### config.mk
export PLATFORM = sky130hd
export DESIGN_NAME = pc_sequencer_flat
export DESIGN_NICKNAME = d
export VERILOG_FILES = /design/src/rtl/pc_sequencer_if.sv /design/src/rtl/pc_sequencer.sv /design/src/flat_wrapper.sv
export SDC_FILE = /design/constraint.sdc
export NUM_CORES = 1
export LEC_CHECK = 0
export CAP_MARGIN = 20
export CORE_MARGIN = 3
export CORE_UTILIZATION = 34
export DETAILED_ROUTE_END_ITERATION = 10
export DONT_BUFFER_PORTS = 1
export HOLD_SLACK_MARGIN = 0.12
export PLACE_DENSITY_LB_ADDON = 0.08
export SLEW_MARGIN = 20
export SYNTH_ARGS = -nofsm -noshare
export SYNTH_HDL_FRONTEND = slang
export SYNTH_SLANG_ARGS = --single-unit
### constraint.sdc
create_clock -name clk -period 4 [get_ports clk]
set_input_delay 0.6 -clock clk [delete_from_list [all_inputs] [get_ports clk]]
set_output_delay 0.6 -clock clk [all_outputs]
set_load 0.01 [all_outputs]
### src/rtl/pc_sequencer_if.sv
// +----------------------------------------------------------------------------+
// | pc_sequencer_if : redirect/status bundle between fetch control and PC unit  |
// | Rev 1.0                                                                     |
// +----------------------------------------------------------------------------+
`default_nettype none

interface pc_sequencer_if #(
  parameter int WIDTH  = 16,
  parameter int IMM_W  = 8,
  parameter int DISP_W = 11
);
  logic              stall;
  logic              halt;
  logic              branch_taken;
  logic              sel_disp;
  logic [IMM_W-1:0]  imm;
  logic [DISP_W-1:0] disp;
  logic              jump;
  logic [WIDTH-1:0]  jump_target;
  logic              siic;
  logic              rti;
  logic [WIDTH-1:0]  pc;
  logic [WIDTH-1:0]  pc_plus;
  logic [WIDTH-1:0]  epc;
  logic              in_exc;
  logic              halted;
  logic              err;

  modport master (
    output stall, halt, branch_taken, sel_disp, imm, disp, jump, jump_target, siic, rti,
    input  pc, pc_plus, epc, in_exc, halted, err
  );

  modport slave (
    input  stall, halt, branch_taken, sel_disp, imm, disp, jump, jump_target, siic, rti,
    output pc, pc_plus, epc, in_exc, halted, err
  );
endinterface

`default_nettype wire

### src/rtl/pc_sequencer.sv
// +----------------------------------------------------------------------------+
// | pc_sequencer : registered PC/EPC unit with next-PC selection, exceptions,   |
// |                stall and halt tracking.                       Rev 1.0       |
// +----------------------------------------------------------------------------+
`default_nettype none

module pc_sequencer #(
  parameter int               WIDTH      = 16,
  parameter int               INST_BYTES = 2,
  parameter int               IMM_W      = 8,
  parameter int               DISP_W     = 11,
  parameter logic [WIDTH-1:0] RESET_PC   = 16'h0000,
  parameter logic [WIDTH-1:0] EXC_VECTOR = 16'h0002
) (
  input  logic               clk,
  input  logic               rst,
  pc_sequencer_if.slave      bus
);

  localparam logic [1:0]       S_RUN    = 2'd0;
  localparam logic [1:0]       S_EXC    = 2'd1;
  localparam logic [1:0]       S_HALTED = 2'd2;
  localparam logic [WIDTH-1:0] C_INC    = WIDTH'(INST_BYTES);

  logic [1:0]       state_q, state_d;
  logic [WIDTH-1:0] pc_q, pc_d;
  logic [WIDTH-1:0] epc_q, epc_d;
  logic             err_q, err_d;

  logic [WIDTH-1:0] pc_plus;
  logic [WIDTH-1:0] sext_off;
  logic [WIDTH-1:0] rel;

  assign pc_plus  = pc_q + C_INC;
  assign sext_off = bus.sel_disp ? {{(WIDTH-DISP_W){bus.disp[DISP_W-1]}}, bus.disp}
                                 : {{(WIDTH-IMM_W){bus.imm[IMM_W-1]}}, bus.imm};
  assign rel      = pc_plus + sext_off;

  always_ff @(posedge clk) begin
    if (rst) begin
      state_q <= S_RUN;
      pc_q    <= RESET_PC;
      epc_q   <= '0;
      err_q   <= 1'b0;
    end else begin
      state_q <= state_d;
      pc_q    <= pc_d;
      epc_q   <= epc_d;
      err_q   <= err_d;
    end
  end

  always_comb begin
    state_d = state_q;
    pc_d    = pc_q;
    epc_d   = epc_q;
    err_d   = 1'b0;
    if (!bus.stall && state_q != S_HALTED) begin
      if (bus.halt) begin
        state_d = S_HALTED;
      end else if (bus.siic && state_q == S_RUN) begin
        epc_d   = pc_plus;
        pc_d    = EXC_VECTOR;
        state_d = S_EXC;
      end else begin
        // A nested siic only flags err; rti/jump/branch still resolve below.
        if (bus.siic) err_d = 1'b1;
        if (bus.rti && state_q == S_EXC) begin
          pc_d    = epc_q;
          state_d = S_RUN;
        end else begin
          if (bus.rti) err_d = 1'b1;
          if (bus.jump)              pc_d = bus.jump_target;
          else if (bus.branch_taken) pc_d = rel;
          else                       pc_d = pc_plus;
        end
      end
    end
  end

  always_comb begin
    bus.pc      = pc_q;
    bus.pc_plus = pc_plus;
    bus.epc     = epc_q;
    bus.in_exc  = (state_q == S_EXC);
    bus.halted  = (state_q == S_HALTED);
    bus.err     = err_q;
  end

endmodule

`default_nettype wire

### src/flat_wrapper.sv
// flat-port wrapper written by rule: the top's interface ports become plain ports
module pc_sequencer_flat 
#(
  parameter int               WIDTH      = 16,
  parameter int               INST_BYTES = 2,
  parameter int               IMM_W      = 8,
  parameter int               DISP_W     = 11,
  parameter logic [WIDTH-1:0] RESET_PC   = 16'h0000,
  parameter logic [WIDTH-1:0] EXC_VECTOR = 16'h0002
)
  (clk, rst, bus_stall, bus_halt, bus_branch_taken, bus_sel_disp, bus_imm, bus_disp, bus_jump, bus_jump_target, bus_siic, bus_rti, bus_pc, bus_pc_plus, bus_epc, bus_in_exc, bus_halted, bus_err);
  pc_sequencer_if #(.WIDTH(WIDTH), .IMM_W(IMM_W), .DISP_W(DISP_W)) bus_i ();
  input  logic clk;
  input  logic rst;
  input wire logic [$bits(bus_i.stall)-1:0] bus_stall;
  input wire logic [$bits(bus_i.halt)-1:0] bus_halt;
  input wire logic [$bits(bus_i.branch_taken)-1:0] bus_branch_taken;
  input wire logic [$bits(bus_i.sel_disp)-1:0] bus_sel_disp;
  input wire logic [$bits(bus_i.imm)-1:0] bus_imm;
  input wire logic [$bits(bus_i.disp)-1:0] bus_disp;
  input wire logic [$bits(bus_i.jump)-1:0] bus_jump;
  input wire logic [$bits(bus_i.jump_target)-1:0] bus_jump_target;
  input wire logic [$bits(bus_i.siic)-1:0] bus_siic;
  input wire logic [$bits(bus_i.rti)-1:0] bus_rti;
  output wire logic [$bits(bus_i.pc)-1:0] bus_pc;
  output wire logic [$bits(bus_i.pc_plus)-1:0] bus_pc_plus;
  output wire logic [$bits(bus_i.epc)-1:0] bus_epc;
  output wire logic [$bits(bus_i.in_exc)-1:0] bus_in_exc;
  output wire logic [$bits(bus_i.halted)-1:0] bus_halted;
  output wire logic [$bits(bus_i.err)-1:0] bus_err;
  assign bus_i.stall = bus_stall;
  assign bus_i.halt = bus_halt;
  assign bus_i.branch_taken = bus_branch_taken;
  assign bus_i.sel_disp = bus_sel_disp;
  assign bus_i.imm = bus_imm;
  assign bus_i.disp = bus_disp;
  assign bus_i.jump = bus_jump;
  assign bus_i.jump_target = bus_jump_target;
  assign bus_i.siic = bus_siic;
  assign bus_i.rti = bus_rti;
  assign bus_pc = bus_i.pc;
  assign bus_pc_plus = bus_i.pc_plus;
  assign bus_epc = bus_i.epc;
  assign bus_in_exc = bus_i.in_exc;
  assign bus_halted = bus_i.halted;
  assign bus_err = bus_i.err;
  pc_sequencer #(.WIDTH(WIDTH), .INST_BYTES(INST_BYTES), .IMM_W(IMM_W), .DISP_W(DISP_W), .RESET_PC(RESET_PC), .EXC_VECTOR(EXC_VECTOR)) u_core (.clk(clk), .rst(rst), .bus(bus_i));
endmodule
======== Word-level counts from Yosys, hierarchy flattened ========
Index checks and enable logic that the tools add are counted.
cells by class
  reduce and logical (&&, ||, !) cells .... 10
  bitwise gates (word level) .............. 2
  $mul .................................... 0
  $add $sub $neg .......................... 2
  shifts and indexed selects .............. 0
  magnitude comparators ................... 0
  equal/unequal tests ..................... 3
  multiplexer cells ....................... 11
  divide/modulo/power cells ............... 0
operator list
  cell                                            number
  two-way mux 16 bit                              5
  adder 16 bit                                    1
  adder 16 x 2 -> 16 bit (second input constant)  1
  two-way mux 2 bit                               3
  AND reduction 2 bit                             2
  OR reduction 4 bit                              1
  logical AND 1 bit                               3
  two-way mux 1 bit                               3
  AND reduction 3 bit                             1
  nonzero test 3 bit                              1
  == test 2 x 1 -> 1 bit (second input constant)  1
  == test 2 bit (second input constant)           1
  zero test 2 bit                                 1
  inequality test 2 bit (second input constant)   1
  inverter 1 bit                                  2
  zero test 1 bit                                 1
storage, ports and cells
  RAM bits ................................ 0
  logic and storage cells ................. 32
  bits of input ports ..................... 44
  latch bits .............................. 0
  output and inout port bits .............. 51
  memory bits (read-only) ................. 0
  memories ................................ 0
  flip-flop bits (word level) ............. 35

======== Logic depth before layout (Yosys ltp) ========
Gate-level depths: netlist of the first run.
  word-level depth ........................ 6
  depth in mapped cells ................... 14
  gate-level depth less buffers ........... 14

======== Worst setup path after synthesis of the first run ========
No wires, ideal clock.
  path type ............................... input to register
  from .................................... input bus_sel_disp
  to ...................................... register u_core.pc_q[14] (netlist: u_core.bus.pc[14])
  stages on the path ...................... 13
  path buffers ............................ 1
  data arrival time ....................... 3.251 ns
  required time ........................... 3.880 ns
  path slack .............................. 0.630 ns
  setup time .............................. 0.120 ns
  path through ............................ clkbuf_8 > mux2_2 > ha_1 > fa_1 > a21o_1 > a21oi_1 > o21bai_1 > a21o_1 > a31oi_1 > o311ai_2 > a31oi_1 > nor4b_1 > a211o_1
between the ends
  cells in the longest elaborated chain, start to end .. 6
RTL lines
  what                  line                source
  start, declared       flat_wrapper.sv:18  input wire logic [$bits(bus_i.sel_disp)-1:0] bus_sel_disp;
  two-way mux 16 bit    pc_sequencer.sv:35  assign sext_off = bus.sel_disp ? {{(WIDTH-DISP_W){bus.disp[DISP_W-1]}}, bus.disp}
  adder 16 bit          pc_sequencer.sv:37  assign rel = pc_plus + sext_off;
  two-way mux 16 bit    pc_sequencer.sv:74  else if (bus.branch_taken) pc_d = rel;
  two-way mux 16 bit    pc_sequencer.sv:73  if (bus.jump) pc_d = bus.jump_target;
  two-way mux 16 bit    pc_sequencer.sv:68  if (bus.rti && state_q == S_EXC) begin
  two-way mux 16 bit    pc_sequencer.sv:61  end else if (bus.siic && state_q == S_RUN) begin
  end signal, assigned  pc_sequencer.sv:47  pc_q <= pc_d;
  end, declared         pc_sequencer.sv:26  logic [WIDTH-1:0] pc_q, pc_d;
Every way passes these cells.
A chain may end at the register's enable or synchronous reset.

======== Worst setup path after layout of the first run ========
  from .................................... register u_core.pc_q[1] (netlist: u_core.bus.pc[1])
  to ...................................... register u_core.pc_q[15] (netlist: u_core.bus.pc[15])
between the ends
  cells in the longest elaborated chain, start to end .. 6
RTL lines
  what                    line                source
  adder 16 x 2 -> 16 bit  pc_sequencer.sv:34  assign pc_plus = pc_q + C_INC;
  via bus_pc_plus[5]      flat_wrapper.sv:26  output wire logic [$bits(bus_i.pc_plus)-1:0] bus_pc_plus;
  adder 16 bit            pc_sequencer.sv:37
  two-way mux 16 bit      pc_sequencer.sv:74
  two-way mux 16 bit      pc_sequencer.sv:73
  two-way mux 16 bit      pc_sequencer.sv:68
  two-way mux 16 bit      pc_sequencer.sv:61
The timed path passes the listed nets, and every way through them passes these cells.

==> results of run 1 <==
==> critical path, cell delays in order, from the launching register on <==
cell	delay (ns)
sky130_fd_sc_hd__dfxtp_1	0.56
sky130_fd_sc_hd__ha_1	0.31
sky130_fd_sc_hd__nand3_1	0.11
sky130_fd_sc_hd__xor2_1	0.23
sky130_fd_sc_hd__inv_1	0.15
sky130_fd_sc_hd__ha_1	0.36
sky130_fd_sc_hd__o21a_1	0.14
sky130_fd_sc_hd__nor2_1	0.04
sky130_fd_sc_hd__a21oi_1	0.33
sky130_fd_sc_hd__a41oi_2	0.17
sky130_fd_sc_hd__o21ai_2	0.17
sky130_fd_sc_hd__nand4_1	0.14
sky130_fd_sc_hd__mux2i_1	0.16
sky130_fd_sc_hd__or4_1	0.47
sky130_fd_sc_hd__a31oi_1	0.13
==> kinds of logic (layout without fill, tap and decap cells) <==
group / count (synthesis) / in the layout / synth area share [%]
flops: 35 / 35 / 22.8
simple gates: 131 / 131 / 21.6
mux: 18 / 18 / 6.16
fa+ha+maj: 17 / 17 / 7.17
buf+inv: 39 / 29 / 7.75
xor+xnor: 37 / 37 / 12.0
compound gates: 105 / 105 / 22.5
==> synth_stat cells (2+ instances only) <==
cell type and number:
sky130_fd_sc_hd__xnor2_1 16, sky130_fd_sc_hd__buf_6 2, sky130_fd_sc_hd__o211ai_1 3, sky130_fd_sc_hd__nand2b_1 4, sky130_fd_sc_hd__o22ai_1 3, sky130_fd_sc_hd__mux2_2 7, sky130_fd_sc_hd__clkbuf_8 4, sky130_fd_sc_hd__and3_1 4
sky130_fd_sc_hd__mux2i_1 11, sky130_fd_sc_hd__nor2b_1 2, sky130_fd_sc_hd__a211oi_1 11, sky130_fd_sc_hd__nor2_1 47, sky130_fd_sc_hd__nor3_1 13, sky130_fd_sc_hd__nand3_1 8, sky130_fd_sc_hd__a31oi_1 7, sky130_fd_sc_hd__dfxtp_1 35
sky130_fd_sc_hd__nand2_1 31, sky130_fd_sc_hd__a21o_1 6, sky130_fd_sc_hd__ha_1 16, sky130_fd_sc_hd__a221oi_1 4, sky130_fd_sc_hd__and4_1 2, sky130_fd_sc_hd__a22oi_1 4, sky130_fd_sc_hd__and2_1 3, sky130_fd_sc_hd__clkbuf_1 13
sky130_fd_sc_hd__inv_1 17, sky130_fd_sc_hd__nor2_4 3, sky130_fd_sc_hd__a32oi_1 4, sky130_fd_sc_hd__a21oi_1 29, sky130_fd_sc_hd__nor4b_1 2, sky130_fd_sc_hd__o21ai_0 20, sky130_fd_sc_hd__o21bai_1 2, sky130_fd_sc_hd__a2bb2oi_1 2
sky130_fd_sc_hd__xor2_1 17
==> metrics by stage <==
stage | instances | total power, mW
after floorplan | 382 | 0.589
after global placement | 472 | 0.617
after detailed placement | 472 | 0.619
after CTS | 480 | 0.898
after global routing | 480 | 0.935
final | 480 | 0.885
==> final cells by class <==
cell class,count,area (sq um)
Fill cell,936,5620
Multi-Input combinational cell,308,2130
Sequential cell,35,701
Tap cell,108,135
Clock buffer,6,72.6
Inverter,17,63.8
Timing Repair Buffer,4,30.0
Clock inverter,2,12.5
==> worst paths after layout <==
check	slack, ns	to	depth (start not counted)	from
setup reg to reg	0.47	u_core.bus.pc[15]$_SDFFE_PP0P_	14	u_core.bus.pc[1]$_SDFFE_PP0P_
hold / removal	0.36	u_core.bus.pc[0]$_SDFFE_PP0P_	1	rst
hold reg to reg	0.52	u_core.bus.epc[2]$_SDFFE_PP0P_	2	u_core.bus.epc[2]$_SDFFE_PP0P_
setup / recovery	0.47	u_core.bus.pc[15]$_SDFFE_PP0P_	14	u_core.bus.pc[1]$_SDFFE_PP0P_
==> state kept, by name, summed over array words and instances, names as in the netlist <==
register,cells
u_core.bus.err,1
u_core.state_q,2
u_core.bus.epc,16
u_core.bus.pc,16
==> where the power goes <==
part | internal (mW) | total (mW) | switching [mW]
Combinational | 0.0946 | 0.217 | 0.122
Clock | 0.122 | 0.275 | 0.153
Sequential | 0.363 | 0.393 | 0.0300
Total | 0.580 | 0.885 | 0.305
==> layer usage <==
metal  global-route usage, %  wire, microns
met1                    25.5           4480
met2                    31.3           4530
met3                    4.57            693
met4                    5.73            174
met5                       0              0
==> run_results.csv, run 1 <==
group,metric,value,unit
clocking,tritoncts.num_buffers,5,
timing,timing_hold_violations_final,0,
place,placed_cell_area,3060,sq um
floorplanning,boundaryPins,95,
clocking,cts.repair.resized,0,
floorplanning,fp.dieW,101,microns
clocking,clkSinkCount,35,
layout,mostFrequentLayoutCell,"sky130_fd_sc_hd__nor2_1",
timing,setup_slack,0.475,ns
global_route,total_routing_usage_reported_by_global_routing,19.3,%
layout,nNetsFinal,432,
route,detail_route.first_pass.iterations,4,
setup_path,path_max_fanout,6,
logic_synthesis,synth_sequential_area_ratio,22.8,%
global_route,grt.overflow.total,0,
clocking,post_cts_hold_buffer_count,0,
place,port_buffers,0,
worst_hold_path,hold_path_class,"input port to register",
timing,setup_total_negative_slack,0,ns
logic_synthesis,synth_enable_flop_cells,0,
setup_path,critical_path.startpoint_type,"register",
timing,finalSetupViolations,0,
route,drt-vias-per-instance,5.74,
clocking,cts.path.max_buffers,2,
floorplanning,floorplan.die_area,10200,sq um
layout,area.growth.synth_to_final,2.49,%
route,wirelength_routed,9.88,mm
timing,worst_margin_pin_slew,0.906,ns
layout,final_util,35.9,%
logic_synthesis,post_synth_num_cell_types,63,
logic_synthesis,synth_area_leaders,"sky130_fd_sc_hd__dfxtp_1 (23%), sky130_fd_sc_hd__ha_1 (6.5%), sky130_fd_sc_hd__nor2_1 (5.7%)",
timing,max-slew-margin-rel,39.6,%
logic_synthesis,synth.largest_area_cell,"sky130_fd_sc_hd__dfxtp_1",
timing,finalCritPeriodShare,88.1,%
route,initialDrtViolationCount,80,
pwr,max-vdd-ir-drop,0.107,mV
floorplanning,placement_rows,34,
timing,worst_clock_skew,0.00747,ns
pwr,p_leak,1.29,nW
logic_synthesis,synth_nets,443,
layout,insertedDiodeCount,0,
logic_synthesis,synthesis.instances,382,
setup_path,timing.critical_path.to_type,"register",
floorplanning,floorplan.die.height,101,microns
setup_path,crit_arrival,3.76,ns
place,worst_case_setup_slack_after_placement,0.490,ns
route,via_count,2754,
timing,grt_setup_unrepaired,"false",
timing,drv_slew,0,
global_route,vias_in_the_first_global_route,2741,
job,drv.max_cap_violation_count,0,
layout,postLayoutCellArea,3150,sq um
pwr,power-per-cell-area,281,nW/um^2
logic_synthesis,synth_ff_type,"sky130_fd_sc_hd__dfxtp_1",
clocking,cts_tree,"done",
run_status,status,"finished clean",
logic_synthesis,syn_area,3070,sq um
global_route,grt_pass1_wl,15.1,mm
setup_path,required_time_of_the_critical_path,4.23,ns
logic_synthesis,syn-mean-instance-area,8.03,sq um
layout,drive_above_1_share,9.14,%
clocking,clk_transition_reported_paths,0.09,ns
timing,final.min_clock_period,3.53,ns
layout,mostFrequentLayoutCells,"sky130_fd_sc_hd__nor2_1 (47), sky130_fd_sc_hd__dfxtp_1 (35), sky130_fd_sc_hd__nand2_1 (31)",
logic_synthesis,ys_ff_latch,35,
floorplanning,design.core.area,8760,sq um
place,finalWeightedCongestion,0.817,
setup_path,worst-setup-path-type,"register to register",
clocking,cts-htree-levels,2,
logic_synthesis,total_of_warnings_raised_by_yosys,0,
floorplanning,start_util,35.0,%
clocking,post-cts-setup-buffer-count,0,
timing,fin_worst_hold_slack,0.359,ns
clocking,cts.root.buffer_cell,"sky130_fd_sc_hd__clkbuf_8",
route,drcViolationCount,0,
logic_synthesis,yosys.area.top_type_share,22.8,%
route,ant_nets,0,
timing,max_freq,0.284,GHz
global_route,initial_antenna_violation_count,0,
global_route,grt_start_max_net_pins,37,
logic_synthesis,synth_async_sr_flop_share,0,%
route,wl_per_cell,20.6,microns
place,detailedPlacementHpwl,7.13,mm
clocking,clkLatencyLatePin,0.30,ns
Power figures use the tool's default switching activity.
==> run 2: changes to the inputs <==
- CORE_UTILIZATION: 34 -> 30
==> run 2 against run 1 <==
- first-iteration DRC count decreased by 18%
- combinational power hardly changed
- clock skew up 0.0046 ns
- routed wire length is 5.2% higher
- count of clock-buffer cells in the layout did not move
- setup slack improved by 0.0063 ns
- critical endpoint unchanged
==> run_results.csv, run 2 (same netlist as run 1, synthesis figures left out) <==
group,metric,value,unit
pwr,p_leak,1.29,nW
clocking,tritoncts.num_buffers,5,
job,drv.max_cap_violation_count,0,
clocking,clkSinkCount,35,
timing,finalSetupViolations,0,
floorplanning,start_util,31.1,%
layout,seq_area,701,sq um
layout,n_fill_cell,1047,
route,ant_nets,0,
place,detailedPlacementHpwl,7.59,mm
layout,insertedDiodeCount,0,
setup_path,crit_arrival,3.75,ns
floorplanning,design.core.area,9860,sq um
pwr,pwr-share-seq,44.5,%
global_route,grt_pass1_wl,16.1,mm
pwr,power-per-cell-area,278,nW/um^2
layout,post_layout_nonfiller_instances,506,
timing,worst_clock_skew,0.0121,ns
place,port_buffers,0,
pwr,cellInternalPower,580,uW
place,finalWeightedCongestion,0.805,
timing,max-slew-margin-rel,38.6,%
setup_path,rrSetupSlack,0.48,ns
floorplanning,placement_rows,36,
setup_path,critical_path.startpoint_type,"register",
timing,worst_margin_pin_slew,0.922,ns
clocking,cts-htree-levels,2,
route,wl_per_cell,20.5,microns
global_route,total_routing_usage_reported_by_global_routing,18.2,%
setup_path,path_max_fanout,6,
pwr,post-layout-total-power,885,uW
worst_hold_path,whs_path_depth,1,
route,drcViolationCount,0,
place,placed_cell_area,3100,sq um
timing,fin_worst_hold_slack,0.363,ns
layout,area.growth.synth_to_final,3.75,%
timing,timing_hold_violations_final,0,
timing,setup_total_negative_slack,0,ns
layout,mostFrequentLayoutCell,"sky130_fd_sc_hd__nor2_1",
setup_path,worst-setup-path-type,"register to register",
clocking,post_cts_hold_buffer_count,0,
floorplanning,floorplan.die.height,107,microns
floorplanning,boundaryPins,95,
layout,nNetsFinal,433,
floorplanning,floorplan.die_area,11500,sq um
place,place_inst,498,
layout,drive_above_1_share,9.38,%
timing,max_freq,0.284,GHz
setup_path,timing.rr.start,"u_core.bus.pc[1]$_SDFFE_PP0P_",
global_route,initial_antenna_violation_count,0,
route,wirelength_routed,10.4,mm
worst_hold_path,hold_path_class,"input port to register",
setup_path,timing.critical_path.to_type,"register",
layout,mostFrequentLayoutCells,"sky130_fd_sc_hd__nor2_1 (47), sky130_fd_sc_hd__dfxtp_1 (35), sky130_fd_sc_hd__nand2_1 (31)",
clocking,clk_transition_reported_paths,0.09,ns
clocking,cts.root.buffer_cell,"sky130_fd_sc_hd__clkbuf_8",
clocking,cts.repair.resized,0,
floorplanning,fp.dieW,107,microns
route,initialDrtViolationCount,66,
route,via_count,2749,
pwr,p_switching,305,uW
timing,setup_slack,0.481,ns
pwr,clock_share_of_power,30.9,%
run_status,status,"finished clean",
route,detail_route.first_pass.iterations,5,
layout,final_util,32.3,%
clocking,cts.path.max_buffers,2,
pwr,combPwrFrac,24.5,%
clocking,cts_tree,"done",
timing,finalCritPeriodShare,88.0,%
layout,postLayoutCellArea,3180,sq um
clocking,post-cts-setup-buffer-count,0,
global_route,vias_in_the_first_global_route,2822,
worst_hold_path,worstHoldStart,"rst",
route,drt-vias-per-instance,5.43,
pwr,switching_share,34.4,%
place,worst_case_setup_slack_after_placement,0.515,ns
worst_hold_path,min_delay_endpoint,"u_core.state_q[0]$_SDFFE_PP0P_",
timing,drv_slew,0,
timing,final.min_clock_period,3.52,ns
setup_path,r2r_end,"u_core.bus.pc[15]$_SDFFE_PP0P_",
pwr,max-vdd-ir-drop,0.124,mV
global_route,grt.overflow.total,0,
setup_path,worstRegToRegCells,14,
clocking,clkLatencyLatePin,0.30,ns
layout,multiInputGateArea,2130,sq um
timing,grt_setup_unrepaired,"false",
setup_path,required_time_of_the_critical_path,4.23,ns
global_route,grt_start_max_net_pins,37,
[run 2: cell count changes in the layout (fill, tap and decap cells not counted)]
cell	change
sky130_fd_sc_hd__buf_4	+1
[run 2: final cells by class]
class	instances	area share [%]
inverters	17	2.00
multi-input cells	308	66.9
flip-flops and latches	35	22.0
clock inverters	2	0.393
clock buffers	6	2.28
repair buffers	5	1.18
well taps	133	5.23
[run 2: worst max-delay path by stage]
stage,startpoint,to
3_5_place_dp,u_core.bus.pc[1]$_SDFFE_PP0P_,u_core.bus.pc[15]$_SDFFE_PP0P_
2_1_floorplan,bus_sel_disp,u_core.bus.pc[14]$_SDFFE_PP0P_
3_3_place_gp,u_core.bus.pc[1]$_SDFFE_PP0P_,u_core.bus.pc[15]$_SDFFE_PP0P_
6_report,u_core.bus.pc[1]$_SDFFE_PP0P_,u_core.bus.pc[15]$_SDFFE_PP0P_
4_1_cts,u_core.bus.pc[1]$_SDFFE_PP0P_,u_core.bus.pc[15]$_SDFFE_PP0P_
5_1_grt,u_core.bus.pc[1]$_SDFFE_PP0P_,u_core.bus.pc[13]$_SDFFE_PP0P_
[run 2: worst max-delay path: stages, from the launching register on]
cell and delay (ns):
sky130_fd_sc_hd__dfxtp_1 0.54, sky130_fd_sc_hd__ha_1 0.32, sky130_fd_sc_hd__nand3_1 0.11, sky130_fd_sc_hd__xor2_1 0.23, sky130_fd_sc_hd__inv_1 0.14, sky130_fd_sc_hd__ha_1 0.36, sky130_fd_sc_hd__o21a_1 0.13, sky130_fd_sc_hd__nor2_1 0.03
sky130_fd_sc_hd__a21oi_1 0.33, sky130_fd_sc_hd__a41oi_2 0.17, sky130_fd_sc_hd__o21ai_2 0.17, sky130_fd_sc_hd__nand4_1 0.14, sky130_fd_sc_hd__mux2i_1 0.15, sky130_fd_sc_hd__or4_1 0.47, sky130_fd_sc_hd__a31oi_1 0.13
[run 2: metal layers]
layer | vias up | routed length [microns] | global-route usage, %
li1 | 1346 | - | -
met1 | 1302 | 4880 | 24.5
met2 | 85 | 4670 | 29.1
met3 | 16 | 648 | 4.03
met4 | 0 | 193 | 5.30
met5 | - | 0 | 0
[run 2: power by group through the flow]
| stage | registers, mW | clock network (mW) | logic (mW) |
|---|---|---|---|
| 4_1_cts | 0.394 | 0.284 | 0.218 |
| 3_5_place_dp | 0.402 | 0 | 0.217 |
| 3_3_place_gp | 0.402 | 0 | 0.219 |
| 6_report | 0.394 | 0.274 | 0.217 |
| 2_1_floorplan | 0.393 | 0 | 0.196 |
| 5_1_grt | 0.397 | 0.294 | 0.244 |
==> run 3: changes to the inputs <==
==> constraint.sdc (replaced) <==
create_clock -name clk -period 4 [get_ports clk]
set_input_delay 0.6 -clock clk [delete_from_list [all_inputs] [get_ports clk]]
set_output_delay 0.6 -clock clk [all_outputs]
set_load 0.02 [all_outputs]
==> run 3 against run 2 <==
- first-iteration DRC count grew 56%
- setup slack lost 0.076 ns
- non-clock buffer count grew 6
- count of clock-buffer cells in the layout is the same
- via count grew 0.62%
- largest cell class unchanged
- highest routed layer unchanged
==> run_results.csv, run 3 (same netlist as run 1, synthesis figures left out) <==
group,metric,value,unit
run_status,status,"finished clean",
setup_path,path_cells,"ha_1, nand3_1, xor2_1, inv_1, ha_1, o21a_1, nor2_1, a21oi_1, a41oi_2, o21ai_2, nand4_1, mux2i_1, or4_1, a31oi_1",
setup_path,crit_arrival,3.82,ns
timing,timing_hold_violations_final,0,
global_route,grt.overflow.total,0,
setup_path,timing.rr.start,"u_core.bus.pc[2]$_SDFFE_PP0P_",
floorplanning,floorplan.die.height,107,microns
route,wirelength_routed,10.2,mm
clocking,cts.path.max_buffers,2,
pwr,power-per-cell-area,281,nW/um^2
setup_path,critPathTopFamily,"compound AO/OA/AOI/OAI gates",
global_route,grt_pass1_wl,16.0,mm
pwr,p_leak,1.33,nW
layout,nNetsFinal,439,
route,wl_per_cell,20.0,microns
place,detailedPlacementHpwl,7.48,mm
setup_path,max_stage_delay,0.56,ns
setup_path,worst_setup_path_startpoint,"u_core.bus.pc[2]$_SDFFE_PP0P_",
timing,finalSetupViolations,0,
clocking,clk_transition_reported_paths,0.08,ns
timing,drv_slew,0,
global_route,total_routing_usage_reported_by_global_routing,18.0,%
setup_path,rrSetupSlack,0.41,ns
layout,insertedDiodeCount,0,
route,ant_nets,0,
layout,mostFrequentLayoutCells,"sky130_fd_sc_hd__nor2_1 (47), sky130_fd_sc_hd__dfxtp_1 (35), sky130_fd_sc_hd__nand2_1 (31)",
setup_path,worst-setup-path-type,"register to register",
route,initialDrtViolationCount,103,
timing,grt_setup_unrepaired,"false",
clocking,cts_tree,"done",
place,finalWeightedCongestion,0.774,
clocking,post-cts-setup-buffer-count,0,
worst_hold_path,worstHoldStart,"rst",
timing,max_freq,0.278,GHz
clocking,tritoncts.num_buffers,5,
timing,setup_slack,0.405,ns
clocking,cts.root.buffer_cell,"sky130_fd_sc_hd__clkbuf_8",
route,drt-vias-per-instance,5.41,
floorplanning,design.core.area,9860,sq um
worst_hold_path,hold_path_class,"input port to register",
timing,worst_clock_skew,0.00435,ns
global_route,initial_antenna_violation_count,0,
clocking,cts-htree-levels,2,
timing,worst_margin_pin_slew,0.873,ns
clocking,clkLatencyLatePin,0.29,ns
route,detail_route.first_pass.iterations,4,
clocking,clkSinkCount,35,
global_route,vias_in_the_first_global_route,2831,
route,drcViolationCount,0,
timing,setup_total_negative_slack,0,ns
timing,max-slew-margin-rel,41.8,%
floorplanning,start_util,31.1,%
clocking,cts.repair.resized,0,
layout,drive_above_1_share,10.8,%
setup_path,critical_path.startpoint_type,"register",
setup_path,path_common_cell,"sky130_fd_sc_hd__ha_1",
setup_path,timing.critical_path.to_type,"register",
timing,final.min_clock_period,3.59,ns
clocking,post_cts_hold_buffer_count,0,
global_route,grt_start_max_net_pins,37,
setup_path,critical_path_buf_inv_count,1,
timing,fin_worst_hold_slack,0.369,ns
setup_path,critical-path-slowest-cell,"sky130_fd_sc_hd__dfxtp_1",
place,worst_case_setup_slack_after_placement,0.408,ns
layout,area.growth.synth_to_final,5.30,%
layout,mostFrequentLayoutCell,"sky130_fd_sc_hd__nor2_1",
floorplanning,placement_rows,36,
route,via_count,2766,
job,drv.max_cap_violation_count,0,
floorplanning,fp.dieW,107,microns
setup_path,path_max_fanout,4,
setup_path,required_time_of_the_critical_path,4.23,ns
floorplanning,boundaryPins,95,
place,port_buffers,0,
pwr,max-vdd-ir-drop,0.118,mV
timing,finalCritPeriodShare,89.9,%
floorplanning,floorplan.die_area,11500,sq um
## run 3: changes by cell type in the layout (fill, tap and decap cells not counted)
cell	delta
sky130_fd_sc_hd__buf_4	+6
sky130_fd_sc_hd__clkbuf_1	-1
sky130_fd_sc_hd__clkinvlp_4	-1
sky130_fd_sc_hd__clkbuf_8	+1
## run 3: where the power goes
part / switching [mW] / internal, mW
logic: 0.137 / 0.0984
registers: 0.0326 / 0.363
clock network: 0.140 / 0.135
## run 3: final cells by class
cell class | instances | area, sq um
clock buffer | 6 | 82.6
clock inverter | 1 | 5.00
fill | 1054 | 6630
inverter | 17 | 63.8
multi-input combinational | 308 | 2130
sequential | 35 | 701
tap | 133 | 166
timing repair buffer | 11 | 82.6
## run 3: through the flow
| step | power [mW] | utilization, % | instances | instance area (sq um) |
|---|---|---|---|---|
| 5_1_grt | 0.960 | 32.8 | 511 | 3230 |
| 3_3_place_gp | 0.640 | 31.9 | 504 | 3140 |
| 2_1_floorplan | 0.606 | - | 382 | 3070 |
| 6_report | 0.907 | 32.8 | 511 | 3230 |
| 3_5_place_dp | 0.641 | 31.9 | 504 | 3140 |
| 4_1_cts | 0.918 | 32.8 | 511 | 3230 |
## run 3: per-layer routing
layer,GRT usage (%),vias up,share of wire (%)
met1,23.5,1311,46
met5,0,-,0
met2,29.7,87,46
met3,5.00,9,7.2
met4,3.74,0,1.3
li1,-,1359,-
## run 3: worst register-to-register path: cells and delay by family (launching register included)
kind | cells | cell delay, ns
AO/OA/AOI/OAI | 5 | 0.96
AND/OR/NAND/NOR | 4 | 0.76
adder cells (fa/ha/maj) | 2 | 0.69
flip-flops | 1 | 0.56
XOR/XNOR | 1 | 0.24
buffers and inverters | 1 | 0.19
multiplexers | 1 | 0.15
## run 3: worst paths after layout
kind | endpoint | cells after the start
setup / recovery | u_core.bus.pc[15]$_SDFFE_PP0P_ | 14
hold reg to reg | u_core.state_q[1]$_SDFFE_PP0P_ | 2
setup reg to reg | u_core.bus.pc[15]$_SDFFE_PP0P_ | 14
hold / removal | u_core.state_q[0]$_SDFFE_PP0P_ | 1
